$ cat src/rtl/checksum_pkg.sv
// Shared types, defaults and helpers for the checksum frame sequencer.
package checksum_pkg;

    localparam int unsigned DEF_DATA_W = 64;
    localparam int unsigned DEF_CHK_W  = 8;
    localparam int unsigned ERR_CNT_W  = 8;

    typedef enum logic [2:0] {
        StIdle,
        StClear,
        StShift,
        StWait,
        StPass,
        StFail
    } state_e;

    function automatic logic [ERR_CNT_W-1:0] sat_inc(input logic [ERR_CNT_W-1:0] v);
        return (v == {ERR_CNT_W{1'b1}}) ? v : v + 1'b1;
    endfunction

endpackage

$ cat src/rtl/checksum_frame_ctrl_if.sv
// Bit-stream, checksum-engine and payload signals of the frame sequencer.
interface checksum_frame_ctrl_if
    import checksum_pkg::*;
#(
    parameter int unsigned DATA_W = DEF_DATA_W
);

    logic                 start_i;
    logic                 bit_i;
    logic                 bit_valid_i;
    logic                 ready_o;
    logic                 chk_clr_o;
    logic                 chk_en_o;
    logic                 chk_bit_o;
    logic                 chk_ok_i;
    logic [DATA_W-1:0]    payload_o;
    logic                 payload_valid_o;
    logic                 payload_ready_i;
    logic                 frame_err_o;
    logic [ERR_CNT_W-1:0] err_cnt_o;
    logic                 timeout_o;
    logic                 busy_o;

    modport master (
        output start_i, bit_i, bit_valid_i, chk_ok_i, payload_ready_i,
        input  ready_o, chk_clr_o, chk_en_o, chk_bit_o, payload_o, payload_valid_o,
        input  frame_err_o, err_cnt_o, timeout_o, busy_o
    );

    modport slave (
        input  start_i, bit_i, bit_valid_i, chk_ok_i, payload_ready_i,
        output ready_o, chk_clr_o, chk_en_o, chk_bit_o, payload_o, payload_valid_o,
        output frame_err_o, err_cnt_o, timeout_o, busy_o
    );

endinterface

$ cat src/rtl/frame_bit_counter.sv
// Counts accepted frame bits and flags the last one; with CHECKSUM_FRAME_TIMEOUT_EN
// defined it also times out a frame that stalls inside SHIFT.
module frame_bit_counter #(
    parameter int unsigned TOTAL = 72,
    parameter int unsigned CNT_W = 7
`ifdef CHECKSUM_FRAME_TIMEOUT_EN
    ,
    parameter int unsigned TIMEOUT_CYC = 255
`endif
) (
    input  logic             clk_i,
    input  logic             rst_i,
    input  logic             clr,
    input  logic             active,
    input  logic             accept,
    output logic [CNT_W-1:0] count,
    output logic             last_bit,
    output logic             timeout
);

    localparam logic [CNT_W-1:0] LAST = CNT_W'(TOTAL - 1);

    logic [CNT_W-1:0] count_q;

    always_ff @(posedge clk_i or posedge rst_i) begin
        if (rst_i) begin
            count_q <= '0;
        end else if (clr) begin
            count_q <= '0;
        end else if (accept) begin
            count_q <= count_q + 1'b1;
        end
    end

    assign count    = count_q;
    assign last_bit = active && accept && (count_q == LAST);

`ifdef CHECKSUM_FRAME_TIMEOUT_EN
    localparam int unsigned       IDLE_W    = $clog2(TIMEOUT_CYC + 1);
    localparam logic [IDLE_W-1:0] IDLE_LAST = IDLE_W'(TIMEOUT_CYC - 1);

    logic [IDLE_W-1:0] idle_q;

    always_ff @(posedge clk_i or posedge rst_i) begin
        if (rst_i) begin
            idle_q <= '0;
        end else if (!active || accept) begin
            idle_q <= '0;
        end else begin
            idle_q <= idle_q + 1'b1;
        end
    end

    // Fires during the TIMEOUT_CYC-th consecutive empty cycle.
    assign timeout = active && !accept && (idle_q == IDLE_LAST);
`else
    assign timeout = 1'b0;
`endif

endmodule

$ cat src/rtl/checksum_frame_ctrl.sv
// Frame sequencer in front of the serial checksum engine. Optional frame timeout is
// enabled by defining CHECKSUM_FRAME_TIMEOUT_EN.
module checksum_frame_ctrl
    import checksum_pkg::*;
#(
    parameter int unsigned DATA_W      = DEF_DATA_W,
    parameter int unsigned CHK_W       = DEF_CHK_W,
    parameter int unsigned CHECK_LAT   = 1,
    parameter int unsigned TIMEOUT_CYC = 255
) (
    input logic                  clk_i,
    input logic                  rst_i,
    checksum_frame_ctrl_if.slave bus
);

    localparam int unsigned TOTAL  = DATA_W + CHK_W;
    localparam int unsigned CNT_W  = $clog2(TOTAL + 1);
    localparam int unsigned PIDX_W = (DATA_W > 1) ? $clog2(DATA_W) : 1;
    localparam int unsigned WAIT_W = (CHECK_LAT > 1) ? $clog2(CHECK_LAT) : 1;

    localparam logic [CNT_W-1:0]  DATA_LIM  = CNT_W'(DATA_W);
    localparam logic [WAIT_W-1:0] WAIT_LAST = WAIT_W'(CHECK_LAT - 1);

    if (CHECK_LAT < 1 || TIMEOUT_CYC < 1) begin : g_bad_params
        $error("checksum_frame_ctrl: CHECK_LAT and TIMEOUT_CYC must be at least 1");
    end

    state_e               state_q;
    logic                 ready_q;
    logic                 clr_q;
    logic                 busy_q;
    logic                 valid_q;
    logic                 err_q;
    logic [ERR_CNT_W-1:0] err_cnt_q;
    logic [WAIT_W-1:0]    wait_q;
    logic [DATA_W-1:0]    payload_q;
`ifdef CHECKSUM_FRAME_TIMEOUT_EN
    logic                 tmo_q;
`endif

    logic              accept;
    logic              last_bit;
    logic              timeout;
    logic [CNT_W-1:0]  count;
    logic [PIDX_W-1:0] pidx;

    assign accept = bus.bit_valid_i && ready_q;
    assign pidx   = count[PIDX_W-1:0];

    frame_bit_counter #(
        .TOTAL       (TOTAL),
        .CNT_W       (CNT_W)
`ifdef CHECKSUM_FRAME_TIMEOUT_EN
        ,
        .TIMEOUT_CYC (TIMEOUT_CYC)
`endif
    ) u_counter (
        .clk_i    (clk_i),
        .rst_i    (rst_i),
        .clr      (state_q == StClear),
        .active   (ready_q),
        .accept   (accept),
        .count    (count),
        .last_bit (last_bit),
        .timeout  (timeout)
    );

    always_ff @(posedge clk_i or posedge rst_i) begin
        if (rst_i) begin
            state_q   <= StIdle;
            ready_q   <= 1'b0;
            clr_q     <= 1'b0;
            busy_q    <= 1'b0;
            valid_q   <= 1'b0;
            err_q     <= 1'b0;
            err_cnt_q <= '0;
            wait_q    <= '0;
            payload_q <= '0;
`ifdef CHECKSUM_FRAME_TIMEOUT_EN
            tmo_q     <= 1'b0;
`endif
        end else begin
            clr_q <= 1'b0;
            err_q <= 1'b0;
`ifdef CHECKSUM_FRAME_TIMEOUT_EN
            tmo_q <= 1'b0;
`endif
            // Checksum bits (count >= DATA_W) reach only the engine.
            if (accept && (count < DATA_LIM)) begin
                payload_q[pidx] <= bus.bit_i;
            end

            unique case (state_q)
                StIdle: begin
                    if (bus.start_i) begin
                        state_q <= StClear;
                        clr_q   <= 1'b1;
                        busy_q  <= 1'b1;
                    end
                end
                StClear: begin
                    state_q <= StShift;
                    ready_q <= 1'b1;
                end
                StShift: begin
                    if (timeout) begin
                        state_q   <= StFail;
                        ready_q   <= 1'b0;
                        err_q     <= 1'b1;
                        err_cnt_q <= sat_inc(err_cnt_q);
`ifdef CHECKSUM_FRAME_TIMEOUT_EN
                        tmo_q     <= 1'b1;
`endif
                    end else if (last_bit) begin
                        state_q <= StWait;
                        ready_q <= 1'b0;
                        wait_q  <= '0;
                    end
                end
                StWait: begin
                    if (wait_q == WAIT_LAST) begin
                        if (bus.chk_ok_i) begin
                            state_q <= StPass;
                            valid_q <= 1'b1;
                        end else begin
                            state_q   <= StFail;
                            err_q     <= 1'b1;
                            err_cnt_q <= sat_inc(err_cnt_q);
                        end
                    end else begin
                        wait_q <= wait_q + 1'b1;
                    end
                end
                StPass: begin
                    if (bus.payload_ready_i) begin
                        state_q <= StIdle;
                        valid_q <= 1'b0;
                        busy_q  <= 1'b0;
                    end
                end
                StFail: begin
                    state_q <= StIdle;
                    busy_q  <= 1'b0;
                end
                default: begin
                    state_q <= StIdle;
                    busy_q  <= 1'b0;
                    ready_q <= 1'b0;
                    valid_q <= 1'b0;
                end
            endcase
        end
    end

    assign bus.ready_o         = ready_q;
    assign bus.chk_clr_o       = clr_q;
    assign bus.chk_en_o        = accept;
    assign bus.chk_bit_o       = bus.bit_i;
    assign bus.payload_o       = payload_q;
    assign bus.payload_valid_o = valid_q;
    assign bus.frame_err_o     = err_q;
    assign bus.err_cnt_o       = err_cnt_q;
    assign bus.busy_o          = busy_q;
`ifdef CHECKSUM_FRAME_TIMEOUT_EN
    assign bus.timeout_o       = tmo_q;
`else
    assign bus.timeout_o       = 1'b0;
`endif

endmodule
$ cat src/flat_wrapper.sv
// flat-port wrapper written by rule: the top's interface ports become plain ports
module checksum_frame_ctrl_flat import checksum_pkg::*;
#(
    parameter int unsigned DATA_W      = DEF_DATA_W,
    parameter int unsigned CHK_W       = DEF_CHK_W,
    parameter int unsigned CHECK_LAT   = 1,
    parameter int unsigned TIMEOUT_CYC = 255
)
  (clk_i, rst_i, bus_start_i, bus_bit_i, bus_bit_valid_i, bus_chk_ok_i, bus_payload_ready_i, bus_ready_o, bus_chk_clr_o, bus_chk_en_o, bus_chk_bit_o, bus_payload_o, bus_payload_valid_o, bus_frame_err_o, bus_err_cnt_o, bus_timeout_o, bus_busy_o);
  checksum_frame_ctrl_if #(.DATA_W(DATA_W)) bus_i ();
  input logic clk_i;
  input logic rst_i;
  input wire logic [$bits(bus_i.start_i)-1:0] bus_start_i;
  input wire logic [$bits(bus_i.bit_i)-1:0] bus_bit_i;
  input wire logic [$bits(bus_i.bit_valid_i)-1:0] bus_bit_valid_i;
  input wire logic [$bits(bus_i.chk_ok_i)-1:0] bus_chk_ok_i;
  input wire logic [$bits(bus_i.payload_ready_i)-1:0] bus_payload_ready_i;
  output wire logic [$bits(bus_i.ready_o)-1:0] bus_ready_o;
  output wire logic [$bits(bus_i.chk_clr_o)-1:0] bus_chk_clr_o;
  output wire logic [$bits(bus_i.chk_en_o)-1:0] bus_chk_en_o;
  output wire logic [$bits(bus_i.chk_bit_o)-1:0] bus_chk_bit_o;
  output wire logic [$bits(bus_i.payload_o)-1:0] bus_payload_o;
  output wire logic [$bits(bus_i.payload_valid_o)-1:0] bus_payload_valid_o;
  output wire logic [$bits(bus_i.frame_err_o)-1:0] bus_frame_err_o;
  output wire logic [$bits(bus_i.err_cnt_o)-1:0] bus_err_cnt_o;
  output wire logic [$bits(bus_i.timeout_o)-1:0] bus_timeout_o;
  output wire logic [$bits(bus_i.busy_o)-1:0] bus_busy_o;
  assign bus_i.start_i = bus_start_i;
  assign bus_i.bit_i = bus_bit_i;
  assign bus_i.bit_valid_i = bus_bit_valid_i;
  assign bus_i.chk_ok_i = bus_chk_ok_i;
  assign bus_i.payload_ready_i = bus_payload_ready_i;
  assign bus_ready_o = bus_i.ready_o;
  assign bus_chk_clr_o = bus_i.chk_clr_o;
  assign bus_chk_en_o = bus_i.chk_en_o;
  assign bus_chk_bit_o = bus_i.chk_bit_o;
  assign bus_payload_o = bus_i.payload_o;
  assign bus_payload_valid_o = bus_i.payload_valid_o;
  assign bus_frame_err_o = bus_i.frame_err_o;
  assign bus_err_cnt_o = bus_i.err_cnt_o;
  assign bus_timeout_o = bus_i.timeout_o;
  assign bus_busy_o = bus_i.busy_o;
  checksum_frame_ctrl #(.DATA_W(DATA_W), .CHK_W(CHK_W), .CHECK_LAT(CHECK_LAT), .TIMEOUT_CYC(TIMEOUT_CYC)) u_core (.clk_i(clk_i), .rst_i(rst_i), .bus(bus_i));
endmodule
$ cat config.mk
export PLATFORM = sky130hd
export DESIGN_NAME = checksum_frame_ctrl_flat
export DESIGN_NICKNAME = d
export VERILOG_FILES = /design/src/rtl/checksum_pkg.sv /design/src/rtl/checksum_frame_ctrl_if.sv /design/src/rtl/frame_bit_counter.sv /design/src/rtl/checksum_frame_ctrl.sv /design/src/flat_wrapper.sv
export SDC_FILE = /design/constraint.sdc
export NUM_CORES = 1
export LEC_CHECK = 0
export ABC_AREA = 1
export BUFFER_PORTS_ARGS = -buffer_cell sky130_fd_sc_hd__buf_2
export CAP_MARGIN = 20
export CORE_UTILIZATION = 49
export DETAILED_ROUTE_END_ITERATION = 10
export PLACE_DENSITY = 0.76
export SYNTH_ARGS = -nofsm -noshare
export SYNTH_HDL_FRONTEND = slang
export SYNTH_SLANG_ARGS = --single-unit
$ cat constraint.sdc
create_clock -name clk_i -period 2.4 [get_ports clk_i]
set_input_delay 0 -clock clk_i [delete_from_list [all_inputs] [get_ports clk_i]]
set_output_delay 0 -clock clk_i [all_outputs]
set_load 0.02 [all_outputs]
* Yosys cells after proc, flatten, opt, wreduce, memory -nomap -nowiden
Index checks and enable logic that the tools add are counted.
** Storage, ports and cells
- Bits in registers :: 88
- Input bits :: 7
- Output and inout port bits :: 80
- Logic and storage cells :: 77
** Operators by class
- Add/sub/neg operators :: 3
- $lt $le $gt $ge :: 3
- Equal/unequal tests :: 12
- Muxes and demuxes :: 26
- Bitwise operators :: 6
- Reductions and logical operators :: 17
** Operators by type and width (count)
- 64-bit bitwise mux :: 1
- 3-bit case mux with 5 select lines :: 1
- 7-bit two-way mux :: 2
- 1-bit two-way mux :: 13
- 3-bit two-way mux :: 4
- 4-bit AND reduction :: 3
- 1-bit case mux with 3 select lines :: 3
- 8-bit by 1-bit adder with 8-bit output (second input constant) :: 1
- 8-bit equality test (second input constant) :: 1
- 2-bit != test (second input constant) :: 4
- 4-bit OR reduction :: 2
- 7-bit by 1-bit adder with 7-bit output (second input constant) :: 1
- 7-bit equality test (second input constant) :: 1
- 6-bit by 7-bit < comparator with 1-bit output (second input constant) :: 1
- 7-bit < comparator (second input constant) :: 1
- 1-bit demux with 6-bit select :: 1
- 3-bit by 2-bit equality test with 1-bit output (second input constant) :: 2
- 3-bit equality test (second input constant) :: 2
- 6-bit by 1-bit >= comparator with 1-bit output (second input constant) :: 1
- 1-bit inverter :: 6
- 1-bit logical AND :: 5
- 2-bit AND reduction :: 2
- 2-bit nonzero test :: 2
- 3-bit by 1-bit equality test with 1-bit output (second input constant) :: 1
- other kinds (6) :: 6

* Depth between registers and ports, before layout
- Depth after elaboration :: 5
- Depth in mapped cells :: 8
- Mapped depth without buffers :: 8

* By module
Synthesis repeated with hierarchy kept, for this count alone.
** Second synthesis, totals
- Cell total of the unflattened synthesis :: 498
- Area, all modules :: 4065.1 um^2
** By module, submodules not included
- checksum_frame_ctrl :: instances 1, cells each 442, area an instance 3632.2 um^2, seq. area each 2001.9 um^2
- frame_bit_counter :: instances 1, cells each 56, area an instance 432.9 um^2, seq. area each 175.2 um^2

* Least setup slack after synthesis
No wires, ideal clock.
- Kind :: register -> register
- Start :: register u_core.err_cnt_q[1], in the netlist u_core.bus.err_cnt_o[1]
- End :: register u_core.err_cnt_q[5], in the netlist u_core.bus.err_cnt_o[5]
- Setup time :: 0.123 ns
- Arrival time :: 1.290 ns
- Required time :: 2.277 ns
- Slack :: 0.987 ns
- Cell stages (with the launch flop) :: 9
- Buffers on the path :: 0
- Period minus slack after synthesis :: 1.413 ns
- Cells stage by stage :: dfrtp_1 -> ha_1 -> inv_1 -> nor2_1 -> nand2_1 -> nand2_2 -> inv_2 -> nand3_1 -> nand2_1
** On the way
- Longest elaborated chain between the ends :: 3
- Elaborated cells on any way between the ends :: 4
** Ends and longest elaborated chain
- start: declaration :: line checksum_frame_ctrl.sv:34 : logic [ERR_CNT_W-1:0] err_cnt_q;
- start signal: assignment :: line checksum_frame_ctrl.sv:110 : err_cnt_q <= sat_inc(err_cnt_q);
- start signal: assignment :: line checksum_frame_ctrl.sv:128 : err_cnt_q <= sat_inc(err_cnt_q);
- parallel branches: the longest is 3 deep, another holds 8-bit by 1-bit adder with 8-bit output
Parallel ways; which one is timed is not known.
A chain may end at the register's enable or synchronous reset.

* Final worst setup path
- Start :: register u_core.u_counter.count_q[3], in the netlist u_core.u_counter.count[3]
- End :: register u_core.payload_q[41], in the netlist u_core.bus.payload_o[41]
** On the way
- Longest elaborated chain between the ends :: 5
- Elaborated cells on any way between the ends :: 8
** Ends and longest elaborated chain
- start: declaration :: line frame_bit_counter.sv:23 : logic [CNT_W-1:0] count_q;
- start signal: assignment :: line frame_bit_counter.sv:31 : count_q <= count_q + 1'b1;
- 6-bit by 7-bit < comparator with 1-bit output (not written as such) or 6-bit by 1-bit >= comparator with 1-bit output (tied branches) :: line checksum_frame_ctrl.sv:90 : payload_q[pidx] <= bus.bit_i;
- 1-bit logical AND (not written as such) :: line checksum_frame_ctrl.sv:90
- 1-bit two-way mux (not written as such) :: line checksum_frame_ctrl.sv:90
- 1-bit demux with 6-bit select
- 64-bit bitwise mux :: line checksum_frame_ctrl.sv:90
- end signal: indexed assignment :: line checksum_frame_ctrl.sv:90
- end: declaration :: line checksum_frame_ctrl.sv:36 : logic [DATA_W-1:0] payload_q;
Parallel ways exist; a longest one is shown, timed or not.

==> results.cfg <==
[synth]
synth_edf_count = 0
ys_warn_count = 0
synth-xor-area-share = 0.00884
async_flop_share = 1.00
synth_compound_area_frac = 0.101
synth_nets = 484
syn_area_per_cell_sq_um = 8.34
synth_top_area_frac = 0.549
synth_area_sq_mm = 0.00396
ys_top_cells_by_area = dfrtp_1, nand2_1, nand3_1
syn-instance-count = 475
yosysUniqueCellTypes = 27
synth_top_family_by_area = simple AND/OR/NAND/NOR gates
synth-seq-cells = 87
yosysSeqAreaShare = 0.549
synth_ff_type = dfrtp_1
synthSimpleGateAreaFrac = 0.271
synth_mux_area_frac = 0
synth_top_cell_by_area = dfrtp_1
synth_fa_ha_area_frac = 0.00632

[global_routing]
grt_start_max_net_pins = 76
grt_first_pass_wirelength_um = 15400
track_usage = 0.233
first_global_vias = 3125
grt_remaining_overflow = 0
antenna_found_initial = 0

[routing]
detail-route-antenna-nets = 0
route.vias.total = 3506
drt_first_pass_iters = 6
via_per_inst = 5.21
drcViolationCount = 0
wl_per_cell_um = 13.8
drt_iter0_markers = 225
routed_wl_um = 9310

[cts]
cts_tree = done
cts_made_buffers = 9
cts.repair.resized = 0
clkTransAtPathRegs_ns = 0.09
cts.path.max_buffers = 2
h-tree-depth = 3
cts_setup_buffers = 0
clock_latency_ns = 0.35
cts-root-buf = clkbuf_8
clock_sinks = 87

[status]
status = finished clean

[timing]
drv_slew = 0
relSlewSlack = 0.630
setup_violations = 0
grt_setup_unrepaired = false
tns_ns = 0
timing.fmax_mhz = 611
fin_crit_sh = 0.682
min_period_ns = 1.64
worst_slew_pin_slew_ns = 0.555
fin_skew_ns = 0.0152
setup_slack_ns = 0.763
hold_violations = 0

[setup_path]
worstPathCellList = inv_1 -> nor3_4 -> nand3_1 -> nand2_1 -> o21ai_1
slowest_delay_ns = 0.56
critPathCaptureType = register
cp_top_family = simple AND/OR/NAND/NOR gates
cp_max_fo = 10
crit_start = u_core.u_counter.count[3]
slowest_stage = dfrtp_1
reg2reg_from = u_core.u_counter.count[3]
critPathLaunchType = register
worstPathArrival_ns = 1.85
cp.required_ns = 2.62
path_buf_inv = 1
worstSetupPathType = register to register

[finish]
diodes = 0
nNetsFinal = 575
drive_gt1_frac = 0.226
layout_commonest_cell = nand2_1
final_cell_mix = nand2_1, dfrtp_1, buf_2
final_core_util = 0.608
area_growth_pct = 19.2

[placed_design]
portBuffers = 85
hpwl_um = 6610
routabilityCongestion = 0.870
dpl_worst_slack_ns = 0.794

[die]
die_h_um = 91.9
io-pin-count = 87
dieArea_sq_mm = 0.00845
core_area_sq_mm = 0.00777
start_util = 0.510
die_x_um = 91.9
num_rows = 32

[power_and_ir_drop]
power_density_mw_per_mm2 = 868
p_leak_uw = 0.00242
peakVddDrop_v = 0.000527
finalPower_uw = 4100

[run]
cap_violations = 0

[min_path]
hp-class = primary input to async pin
[power by group]
part	switching, uW	internal, uW	leakage, uW	total [uW]
clock	545	492	0.0000929	1040
sequential	205	1660	0.00119	1860
combinational	826	377	0.00114	1200
[worst min-delay path: stages]
cell and delay [ns]:
dlygate4sd3_1 0.53, buf_2 0.12, clkinv_2 0.19
[Yosys cell counts (3+ instances only)]
library cell / n
nor2_2: 9
inv_1: 35
inv_2: 5
a21oi_1: 5
nand2_1: 144
nand3_1: 54
o21ai_0: 52
buf_6: 3
clkbuf_1: 6
buf_4: 5
o21ai_1: 20
nor3_1: 4
nor2_1: 25
nand2_2: 3
dfrtp_1: 87
[flip-flops by register name (all words and copies together) (netlist names)]
| signal | count |
|---|---|
| u_core.bus.busy_o | 1 |
| u_core.bus.chk_clr_o | 1 |
| u_core.bus.err_cnt_o | 8 |
| u_core.bus.frame_err_o | 1 |
| u_core.bus.payload_o | 64 |
| u_core.bus.payload_valid_o | 1 |
| u_core.bus.ready_o | 1 |
| u_core.state_q | 3 |
| u_core.u_counter.count | 7 |
[kinds of logic after synthesis]
group,Yosys count
other,1
DFF,87
AOI/OAI and AO/OA,79
xor gates and xnor gates,4
adders and majority gates,2
and+or+nand+nor,247
buffers and inverters,55
[final timing paths]
check / endpoint / slack [ns] / cells after the start
min in group clk_i: u_core.bus.frame_err_o / 0.37 / 3
worst min register to register: u_core.bus.busy_o / 0.48 / 2
worst min-delay path: u_core.bus.err_cnt_o[0] / 0.11 / 3
worst max-delay path: u_core.bus.payload_o[41] / 0.76 / 5
worst max register to register: u_core.bus.payload_o[41] / 0.76 / 5
max in group asynchronous: u_core.u_counter.count[5] / 1.63 / 4
[stage by stage]
| step | area [sq um] | cells | hold WS, ns |
|---|---|---|---|
| floorplan | 3960 | 475 | 0.0782 |
| global placement | 4460 | 651 | -0.0627 |
| detailed placement | 4460 | 651 | -0.0584 |
| CTS | 4720 | 673 | 0.112 |
| global route | 4720 | 673 | 0.134 |
| finish | 4720 | 673 | 0.106 |
[layout make-up]
class                      instances  area [sq um]
clock buffer                       9           124
fill                             709          3040
tap                              102           128
timing repair buffer              95           528
inverter                          40           151
multi-input combinational        333          1540
clock inverter                     7          78.8
sequential                        87          2180
[per-layer routing]
metal / global-route usage / vias up / wire length (um)
met5: 0 / - / 0
met4: 0.0664 / 0 / 122
met3: 0.0498 / 12 / 570
met2: 0.370 / 116 / 4290
met1: 0.325 / 1649 / 4320
li1: - / 1729 / -
[timing repair]
item,in CTS,in global routing
setup endpoints to repair,0,0
hold buffers,6,0
endpoints found under the hold margin,96,0
(Power assumes the default switching activity.)
